### src/rtl/cic_defs_pkg.sv
// Shared CIC helpers: ceil-log2 and full-precision register width.
// Used by both the decimator and the interpolator.
package cic_defs_pkg;

   function automatic int unsigned cic_clog2(input int unsigned v);
      int unsigned r;
      r = 0;
      while ((32'd1 << r) < v) begin
         r = r + 1;
      end
      return r;
   endfunction

   // Bit growth of an N-stage, M=1 CIC is N*log2(R).
   function automatic int unsigned cic_gw(input int unsigned din_w, input int unsigned n,
                                          input int unsigned r);
      return din_w + n * cic_clog2(r);
   endfunction

endpackage

### src/rtl/cic_comb_stage.sv
// One CIC comb stage (M=1): on en, y = x - x_prev and x_prev takes x.
// The valid bit is registered alongside the data.
module cic_comb_stage #(
   parameter int unsigned W = 14
) (
   input  logic         clk,
   input  logic         rst,
   input  logic         en,
   input  logic [W-1:0] x,
   output logic [W-1:0] y,
   output logic         vout
);

   logic [W-1:0] x_prev;

   always_ff @(posedge clk or posedge rst) begin
      if (rst) begin
         y      <= '0;
         x_prev <= '0;
         vout   <= 1'b0;
      end else begin
         vout <= en;
         if (en) begin
            y      <= x - x_prev;
            x_prev <= x;
         end
      end
   end

endmodule

### src/rtl/cic_decimate.sv
// N-stage CIC decimator by R (M=1), full-precision integrators with modular wrap,
// comb chain clocked by the registered decimation strobe, MSB-truncated output.
module cic_decimate
   import cic_defs_pkg::*;
#(
   parameter int unsigned DIN_W  = 8,
   parameter int unsigned N      = 3,
   parameter int unsigned R      = 4,
   parameter int unsigned DOUT_W = 14
) (
   input  logic              sclk,
   input  logic              rst,
   input  logic [DIN_W-1:0]  data_in,
   input  logic              data_v,
   output logic [DOUT_W-1:0] data_out,
   output logic              data_ov
);

   localparam int unsigned GW = cic_gw(DIN_W, N, R);
   localparam int unsigned CW = cic_clog2(R);

   logic [CW-1:0] cnt_q;
   logic          dec;
   logic          dec_q;
   logic [GW-1:0] integ_q [N];
   logic [GW-1:0] integ_d [N];
   logic [GW-1:0] comb_x  [N+1];
   logic [N:0]    comb_v;

   assign dec = data_v && (cnt_q == CW'(R - 1));

   // Each stage adds the already-updated previous stage, so the last integrator
   // register holds the exact cascade sum including the sample just taken.
   always_comb begin
      logic [GW-1:0] acc;
      acc = GW'($signed(data_in));
      for (int k = 0; k < int'(N); k++) begin
         acc        = integ_q[k] + acc;
         integ_d[k] = acc;
      end
   end

   always_ff @(posedge sclk or posedge rst) begin
      if (rst) begin
         cnt_q <= '0;
         dec_q <= 1'b0;
         for (int k = 0; k < int'(N); k++) begin
            integ_q[k] <= '0;
         end
      end else begin
         dec_q <= dec;
         if (data_v) begin
            cnt_q   <= cnt_q + CW'(1);
            integ_q <= integ_d;
         end
      end
   end

   assign comb_x[0] = integ_q[N-1];
   assign comb_v[0] = dec_q;

   for (genvar k = 0; k < int'(N); k++) begin : g_comb
      cic_comb_stage #(
         .W (GW)
      ) u_comb (
         .clk  (sclk),
         .rst  (rst),
         .en   (comb_v[k]),
         .x    (comb_x[k]),
         .y    (comb_x[k+1]),
         .vout (comb_v[k+1])
      );
   end

   always_ff @(posedge sclk or posedge rst) begin
      if (rst) begin
         data_out <= '0;
         data_ov  <= 1'b0;
      end else begin
         data_ov <= comb_v[N];
         if (comb_v[N]) begin
            data_out <= comb_x[N][GW-1 -: DOUT_W];
         end
      end
   end

endmodule
### config.mk
export PLATFORM = sky130hd
export DESIGN_NAME = cic_decimate
export DESIGN_NICKNAME = d
export VERILOG_FILES = /design/src/rtl/cic_defs_pkg.sv /design/src/rtl/cic_comb_stage.sv /design/src/rtl/cic_decimate.sv
export SDC_FILE = /design/constraint.sdc
export NUM_CORES = 1
export LEC_CHECK = 0
export ABC_AREA = 1
export CAP_MARGIN = 15
export CELL_PAD_IN_SITES_DETAIL_PLACEMENT = 1
export CELL_PAD_IN_SITES_GLOBAL_PLACEMENT = 1
export CORE_MARGIN = 2
export CORE_UTILIZATION = 47
export DETAILED_ROUTE_END_ITERATION = 16
export PLACE_DENSITY = 0.79
export SLEW_MARGIN = 20
export SYNTH_ARGS = -nofsm -noshare
export SYNTH_HDL_FRONTEND = slang
export SYNTH_SLANG_ARGS = --single-unit
export TNS_END_PERCENT = 10
### constraint.sdc
create_clock -name sclk -period 12.03 [get_ports sclk]
set_input_delay 2.406 -clock sclk [delete_from_list [all_inputs] [get_ports sclk]]
set_output_delay 2.406 -clock sclk [all_outputs]
set_load 0.005 [all_outputs]
==> results.sh <==
export IMPL_status="complete, no violations"
export IMPL_endpoint_kind="flop"
export IMPL_period_needed_ns=6.53
export IMPL_syn_cell_area_sq_um=9000
export IMPL_fin_area_sq_um=10100
export IMPL_synth_xor_area_share_pct=4.38
export IMPL_syn_num_nets=1204
export IMPL_reg2regPathDepth=25
export IMPL_clock_sinks=147
export IMPL_seq_area_frac_synth_pct=40.9
export IMPL_synth_mux_area_share_pct=1.63
export IMPL_synth_compound_area_share_pct=14.3
export IMPL_synthCells=1104
export IMPL_cap_violations=0
export IMPL_yosys_most_used_dff="dfrtp_1"
export IMPL_synth_top_family_by_area="simple AND/OR/NAND/NOR gates"
export IMPL_fin_util_pct=53.7
export IMPL_yosys_cell_types_count=35
export IMPL_place_area_sq_um=9470
export IMPL_period_share_pct=54.3
export IMPL_track_usage_pct=22.3
export IMPL_nNetsFinal=1224
export IMPL_cts_root_buf="clkbuf_16"
export IMPL_place_gp_congestion=0.846
export IMPL_viasPerCell=5.31
export IMPL_ys_seq_elements=147
export IMPL_rrSetupSlack_ns=7.52
export IMPL_hp_class="flop to flop"
export IMPL_slew_headroom_pct=39.6
export IMPL_clock_latency_ns=0.44
export IMPL_grt_max_degree=76
export IMPL_hpwl_microns=15600
export IMPL_overflow=0
export IMPL_slew_viol_final=0
export IMPL_holdCritStartpoint="cnt_q[0]"
export IMPL_htree_levels=4
export IMPL_synthAdderAreaFrac_pct=12.9
export IMPL_r2r_end="comb_x[55]"
export IMPL_port_buffers=25
export IMPL_cts_tree="built"
export IMPL_synthSimpleGateAreaFrac_pct=19.4
export IMPL_die_h_microns=142
export IMPL_crit_type="input pin to flop"
export IMPL_start_util_pct=48.0
export IMPL_ctsResizeCount=0
export IMPL_syn_avg_cell_area_sq_um=8.15
export IMPL_vias=7281
export IMPL_synthArstFlopShare_pct=100
export IMPL_hold_depth=1
export IMPL_finalSetupTns_ns=0
export IMPL_cp_arrival_ns=6.91
export IMPL_rsz0062_at_grt="no"
export IMPL_fp_coreArea_sq_um=18800
export IMPL_worstReg2RegStart="integ_q[28]"
export IMPL_clockBufferDepth=2
export IMPL_start_kind="input pin"
export IMPL_path_clk_slew_ns=0.06
export IMPL_critPathRequiredTime_ns=12.41
export IMPL_wirelength_microns=21100
export IMPL_grt_pass1_vias=7571
export IMPL_dieArea_sq_um=20300
export IMPL_holdWs_ns=0.470
export IMPL_drc=0
export IMPL_finalSetupViolations=0
export IMPL_drive_gt1_share_pct=6.33
export IMPL_drt_initial_drc_count=255
export IMPL_ant_nets=0
export IMPL_grt_pass1_wl_microns=36200
export IMPL_synth_edf_count=0
export IMPL_hold_buffers=0
export IMPL_cts_setup_buffers=0
export IMPL_worstMarginPinSlew_ns=0.905
export IMPL_min_to="cnt_q[0]"
export IMPL_dr_pass1_iters=4
export IMPL_fp_dieW_microns=142
export IMPL_n_antenna_cell=0
export IMPL_skew_ns=0.00929
export IMPL_ios=26
export IMPL_antenna_found_initial=0
export IMPL_fillCellCount=2280
export IMPL_hold_violations=0
export IMPL_rows=50
export IMPL_yosys_warnings=0
export IMPL_numCtsBuffers=17
export IMPL_wl_per_cell_microns=15.4
export IMPL_max_clock_freq_mhz=153
export IMPL_path_max_fanout=7
export IMPL_area_growth_pct=11.9
[placed cells by master, fill, tap and decap left out, types with 8 or more instances in the layout]
master	Yosys	final
xor2_1	28	28
or2_2	8	8
mux2_2	13	13
nor2_1	53	53
clkdlybuf4s50_1	0	25
dfrtp_1	147	147
clkbuf_16	0	17
xnor2_1	17	17
nand3_1	47	47
a31oi_1	26	26
a21o_1	9	9
o21ai_0	104	104
inv_1	125	124
ha_1	83	83
nand4_1	16	16
nand2_1	284	284
a21oi_1	63	63
[cell type report]
class / instances / area [sq um] / share of cell area (%)
Multi-Input combinational cell: 802 / 4730 / 47.0
Sequential cell: 147 / 3680 / 36.5
Inverter: 126 / 478 / 4.74
Clock buffer: 19 / 453 / 4.50
Tap cell: 234 / 293 / 2.91
Timing Repair Buffer: 30 / 288 / 2.86
Clock inverter: 13 / 150 / 1.49
[how the worst max path moves through the flow]
stage,start,endpoint,depth (start not counted)
2_1_floorplan,rst,cnt_q[0],1
3_3_place_gp,data_in[0],comb_x[55],26
3_5_place_dp,data_in[0],comb_x[55],26
4_1_cts,data_in[0],comb_x[55],26
5_1_grt,data_in[0],comb_x[55],26
6_report,data_in[0],comb_x[55],26
[logic make-up after synthesis]
group	Yosys count
AO/OA/AOI/OAI	232
XOR/XNOR	45
adder cells (fa/ha/maj)	89
buffers and inverters	155
flip-flops	147
multiplexers	13
AND/OR/NAND/NOR	423
[worst max-delay path, cell delays in order]
cell and delay, ns:
clkdlybuf4s50_1 0.42, ha_1 0.21, inv_1 0.10, fa_1 0.22, inv_1 0.05, a31oi_1 0.31
inv_1 0.12, a31oi_1 0.27, xnor2_1 0.19, ha_1 0.31, a21oi_1 0.19, o21ai_1 0.12
a21oi_1 0.29, o21ai_1 0.12, xor2_1 0.18, ha_1 0.41, inv_1 0.06, nor3_1 0.24
nand2_1 0.08, nor2_1 0.13, nor2_1 0.10, inv_1 0.09, nand3_1 0.08, nand2_1 0.07
nand3_1 0.07, nand2_1 0.09
[state kept, by name, indices dropped and copies added (netlist names)]
signal / flops
cnt_q: 2
data_out: 14
g_comb.u_comb.x_prev: 42
g_comb.u_comb.y: 42
data_ov: 1
integ_q: 28
g_comb.u_comb.vout: 3
dec_q: 1
comb_x: 14
[synthesized netlist by cell type, types with 2 or more instances]
cell / n / share of area (%)
nand3_1: 47 / 2.6
a21boi_0: 2 / 0.17
o21bai_1: 6 / 0.50
and3_1: 2 / 0.14
nand2_2: 3 / 0.21
a21o_1: 9 / 0.75
o21ai_1: 6 / 0.33
a31oi_1: 26 / 1.8
fa_1: 6 / 1.3
buf_4: 2 / 0.17
or2_0: 3 / 0.21
ha_1: 83 / 12
o31ai_1: 4 / 0.33
a31o_2: 4 / 0.39
clkbuf_1: 27 / 1.1
mux2_2: 13 / 1.6
inv_1: 125 / 5.2
or2_2: 8 / 0.56
nor3_1: 3 / 0.17
nand4_1: 16 / 1.1
xor2_1: 28 / 2.7
dfrtp_1: 147 / 41
o2111ai_1: 2 / 0.19
nor2_1: 53 / 2.2
o21ai_0: 104 / 5.8
a21oi_1: 63 / 3.5
o21ai_2: 2 / 0.19
nand2_1: 284 / 12
a211oi_1: 3 / 0.25
xnor2_1: 17 / 1.7
nand3_2: 2 / 0.22
[per-stage QoR]
stage	worst slack, ns	std cells
floorplan	5.67	1104
global placement	5.44	1339
detailed placement	5.15	1339
CTS	5.52	1371
global route	5.17	1371
finish	5.50	1371
[metal layers]
layer | track usage (%) | vias up | share of wire [%]
li1 | - | 3703 | -
met1 | 28.0 | 3503 | 46
met2 | 39.9 | 52 | 50
met3 | 3.53 | 23 | 2.0
met4 | 6.46 | 0 | 1.3
met5 | 0 | - | 0
Power is left out: the tool's default activity adds up to more than one toggle a clock period on the data nets, which glitch-free logic cannot reach.
==> RTL edit 1, RTL diff (config.mk and constraints unchanged) <==
Put one more register stage on the output `data_out`, cleared by the reset. The value now appears one clock later. The other outputs are not delayed to match.
--- a/src/rtl/cic_decimate.sv
+++ b/src/rtl/cic_decimate.sv
@@ -18,6 +18,8 @@
 
    localparam int unsigned GW = cic_gw(DIN_W, N, R);
    localparam int unsigned CW = cic_clog2(R);
+
+   logic [DOUT_W-1:0] data_s0;
 
    logic [CW-1:0] cnt_q;
    logic          dec;
@@ -74,14 +76,22 @@
 
    always_ff @(posedge sclk or posedge rst) begin
       if (rst) begin
-         data_out <= '0;
+         data_s0 <= '0;
          data_ov  <= 1'b0;
       end else begin
          data_ov <= comb_v[N];
          if (comb_v[N]) begin
-            data_out <= comb_x[N][GW-1 -: DOUT_W];
+            data_s0 <= comb_x[N][GW-1 -: DOUT_W];
          end
       end
    end
 
+   always_ff @(posedge sclk or posedge rst) begin
+      if (rst) begin
+         data_out <= '0;
+      end else begin
+         data_out <= data_s0;
+      end
+   end
+
 endmodule
Check against the original RTL: not equivalent (Yosys sat finds a counterexample within 10 cycles, from zero or initial values and one cycle with rst high).
==> RTL edit 1 against the original RTL <==
- wire length is 1.7% higher
- core utilization is 0.17 points lower
- final area is 3.4% higher
- setup slack better by 56 ps
- synthesized area is 3.3% higher
- sequential share of layout area is 2.2 points higher
- sequential cell count is 14 higher
- die area is 3.2% higher
- first-iteration DRC count is 2.7% higher
Power is left out: the tool's default activity adds up to more than one toggle a clock period on the data nets, which glitch-free logic cannot reach.
==> RTL edit 1: results <==
[logic_synthesis]
synth_seq_cells = 161
synth_top_area_share_pct = 43.3
synth_common_cells = nand2_1 (285), dfrtp_1 (161), inv_1 (128)
netlist_top_cells_area = dfrtp_1 (43%), nand2_1 (12%), ha_1 (11%)
ys_seq_area_share_pct = 43.3

[worst_setup_path]
cp_max_fo = 4
r2r_cells = 30
ff2ff_setup_slack_ps = 7560
arrival_ps = 6810

[min_path]
worstHoldStart = data_s0[13]
min_to = data_out[13]
whs_path_depth = 0

[layout]
fin_nets = 1232
layout-drive-gt1-share_pct = 5.86

[detailed_routing]
vias = 7437
initialDrtViolationCount = 262
drt_wl_total_mm = 21.5

[sta]
skew_ps = 10.4
max_slew_margin_pct = 29.9

[global_route]
grt_max_degree = 86
grt_pass1_wl_mm = 37.1
grt_pass1_vias = 7810
grt_use_total_pct = 22.2

[status]
outcome = complete, no violations

[clocking]
path_clk_slew_ps = 70

[placed_design]
gp_congestion = 0.872
## RTL edit 1: changes by cell type in the layout (fill, tap and decap cells not counted), sizes merged, moves of 2 or more
cell and delta:
o21ai +3, mux2 -3, inv +6, nand3 -13, clkbuf -2, clkinv -4, a211oi +2, o31ai +2
xnor2 +3, nor2 +6, dfrtp +14, a21oi -4
## RTL edit 1: logic make-up after synthesis
| logic type | Yosys count | synth area share, % |
|---|---|---|
| AND/OR/NAND/NOR | 414 | 18.2 |
| AO/OA/AOI/OAI | 234 | 14.0 |
| flip-flops | 161 | 43.3 |
| buffers and inverters | 157 | 6.38 |
| adder cells (fa/ha/maj) | 89 | 12.5 |
| XOR/XNOR | 47 | 4.43 |
| multiplexers | 10 | 1.21 |
## RTL edit 1: area by class of cell
class,instances,area share [%]
Timing Repair Buffer,30,2.80
Clock buffer,17,4.08
Multi-Input combinational cell,794,44.9
Tap cell,265,3.18
Inverter,128,4.66
Clock inverter,14,1.67
Sequential cell,161,38.7
## RTL edit 1: metal layers
metal / vias to the layer above / track usage (%) / routed length [um]
met5: - / 0 / 0
met4: 0 / 6.54 / 282
met3: 21 / 4.21 / 544
met2: 70 / 39.2 / 10800
met1: 3633 / 27.8 / 9870
li1: 3713 / - / -
## RTL edit 1: per-stage QoR
stage	instances	hold WS, ps	setup WS, ps	utilization, %	instance area, um^2
floorplan	1112	350	5280	-	9300
global placement	1378	357	5400	50.4	9810
detailed placement	1378	364	5160	50.4	9810
CTS	1409	378	5580	53.5	10400
global route	1409	393	5070	53.5	10400
finish	1409	376	5550	53.5	10400
==> RTL edit 2, RTL diff (config.mk and constraints unchanged) <==
Made on the original files. Change the parameter `R` from 4 to 5.
--- a/src/rtl/cic_decimate.sv
+++ b/src/rtl/cic_decimate.sv
@@ -5,7 +5,7 @@
 #(
    parameter int unsigned DIN_W  = 8,
    parameter int unsigned N      = 3,
-   parameter int unsigned R      = 4,
+   parameter int unsigned R      = 5,
    parameter int unsigned DOUT_W = 14
 ) (
    input  logic              sclk,
Behaviour: not the same (Yosys sat finds a counterexample within 10 cycles, from zero or initial values and one cycle with rst high).
==> RTL edit 2 against the original RTL <==
- synthesized area is 22% higher
- wire length increased by 27%
- first-iteration DRC count increased by 53%
- sequential cell count is 25 higher
- via count up 25%
- critical path depth grew 1
- highest routed layer unchanged
- final cell count up 26%
- final area up 20%
- critical endpoint is now comb_x[67]
- setup slack lost 230 ps
- non-clock buffer count stayed put
Power is not shown: default switching activity piles up to over one toggle a cycle in this logic, so the estimate is an artifact.
==> RTL edit 2: results <==
[global_route]
grt_pass1_vias = 9650
antenna_found_initial = 0
grt_pass1_wl_mm = 46.7
use_met2_pct = 43.3
grt_max_degree = 98
grt_use_total_pct = 23.4
grt_use_met1_pct = 29.0
use_met3_pct = 2.94

[sta]
worst_slack_ps = 5270
skew_ps = 10.5
max_slew_margin_pct = 35.4

[logic_synthesis]
yosysUniqueCellTypes = 44
netlist_top_cells_area = dfrtp_1 (39%), nand2_1 (13%), ha_1 (11%)
ys_seq_area_share_pct = 39.3
synth_common_cells = nand2_1 (370), dfrtp_1 (172), inv_1 (165)
syn_inst = 1380

[detailed_routing]
drt_wl_total_mm = 26.8
drt-vias-per-instance = 5.31
wl_per_cell_um = 15.6
initialDrtViolationCount = 389
first_pass_iters = 4

[placed_design]
placed_cells = 1690
place_hpwl_mm = 20.0
dpl_worst_slack_ps = 4870
gp_congestion = 0.876

[layout]
diodes = 0
layout-drive-gt1-share_pct = 6.25
reg_top3 = g_comb.u_comb.x_prev: 51 flops, g_comb.u_comb.y: 48 flops, integ_q: 34 flops
fin_nets = 1511

[clocking]
path_clk_slew_ps = 70
insertion_delay_ps = 430
cts_setup_buffers = 0

[worst_setup_path]
ff2ff_setup_slack_ps = 7270
timing.rr.end = comb_x[67]
setup.worst_path.start = data_in[2]
arrival_ps = 7090
cp_max_fo = 6
worstReg2RegStart = integ_q[36]
r2r_cells = 26

[status]
outcome = complete, no violations

[min_path]
min_to = integ_q[17]
whs_path_depth = 2
worstHoldStart = integ_q[17]
-- RTL edit 2: routing by layer --
layer	part of all wire [%]	up-vias	wire (um)
met4	1.1	0	308
met3	1.4	23	374
met5	0	-	0
li1	-	4589	-
met2	52	60	13800
met1	46	4465	12300
-- RTL edit 2: stage by stage --
| stage | hold WS [ps] | area [um^2] |
|---|---|---|
| finish | 480 | 12100 |
| floorplan | 352 | 10900 |
| CTS | 486 | 12100 |
| detailed placement | 469 | 11500 |
| global route | 509 | 12100 |
| global placement | 467 | 11500 |
-- RTL edit 2: critical path, stage by stage --
cell	delay, ps
clkdlybuf4s50_1	400
ha_1	360
a21oi_1	180
nand2_1	120
a21oi_2	250
o21ai_2	110
a21boi_1	230
inv_1	80
nand2_1	90
nand3b_1	90
and2_1	170
ha_1	370
nand2_1	110
nor2_1	150
nand4_1	100
o211ai_1	220
xor2_1	320
ha_1	330
a21o_1	210
a21oi_1	130
o21bai_1	70
a21oi_1	210
inv_1	70
nand3_1	100
nand3_1	80
nand2_1	90
nand2_1	40
-- RTL edit 2: final cells by class --
cell class                      instances  area [um^2]
Sequential cell                       172         4300
Timing Repair Buffer                   30          283
Tap cell                              313          392
Clock inverter                         11          125
Clock buffer                           21          470
Multi-Input combinational cell       1009         5870
Fill cell                            2822        10700
Inverter                              166          628
-- RTL edit 2: cell families (layout without fill, tap and decap cells) --
group                    after synthesis  count (layout)  share of synthesized area, %
flip-flops                           172             172                          39.3
buffers and inverters                199             228                          6.99
XOR/XNOR                              55              55                          4.40
AND/OR/NAND/NOR                      557             557                          21.2
multiplexers                          10              10                          1.03
adder cells (fa/ha/maj)              104             104                          12.2
AO/OA/AOI/OAI                        283             283                          14.8
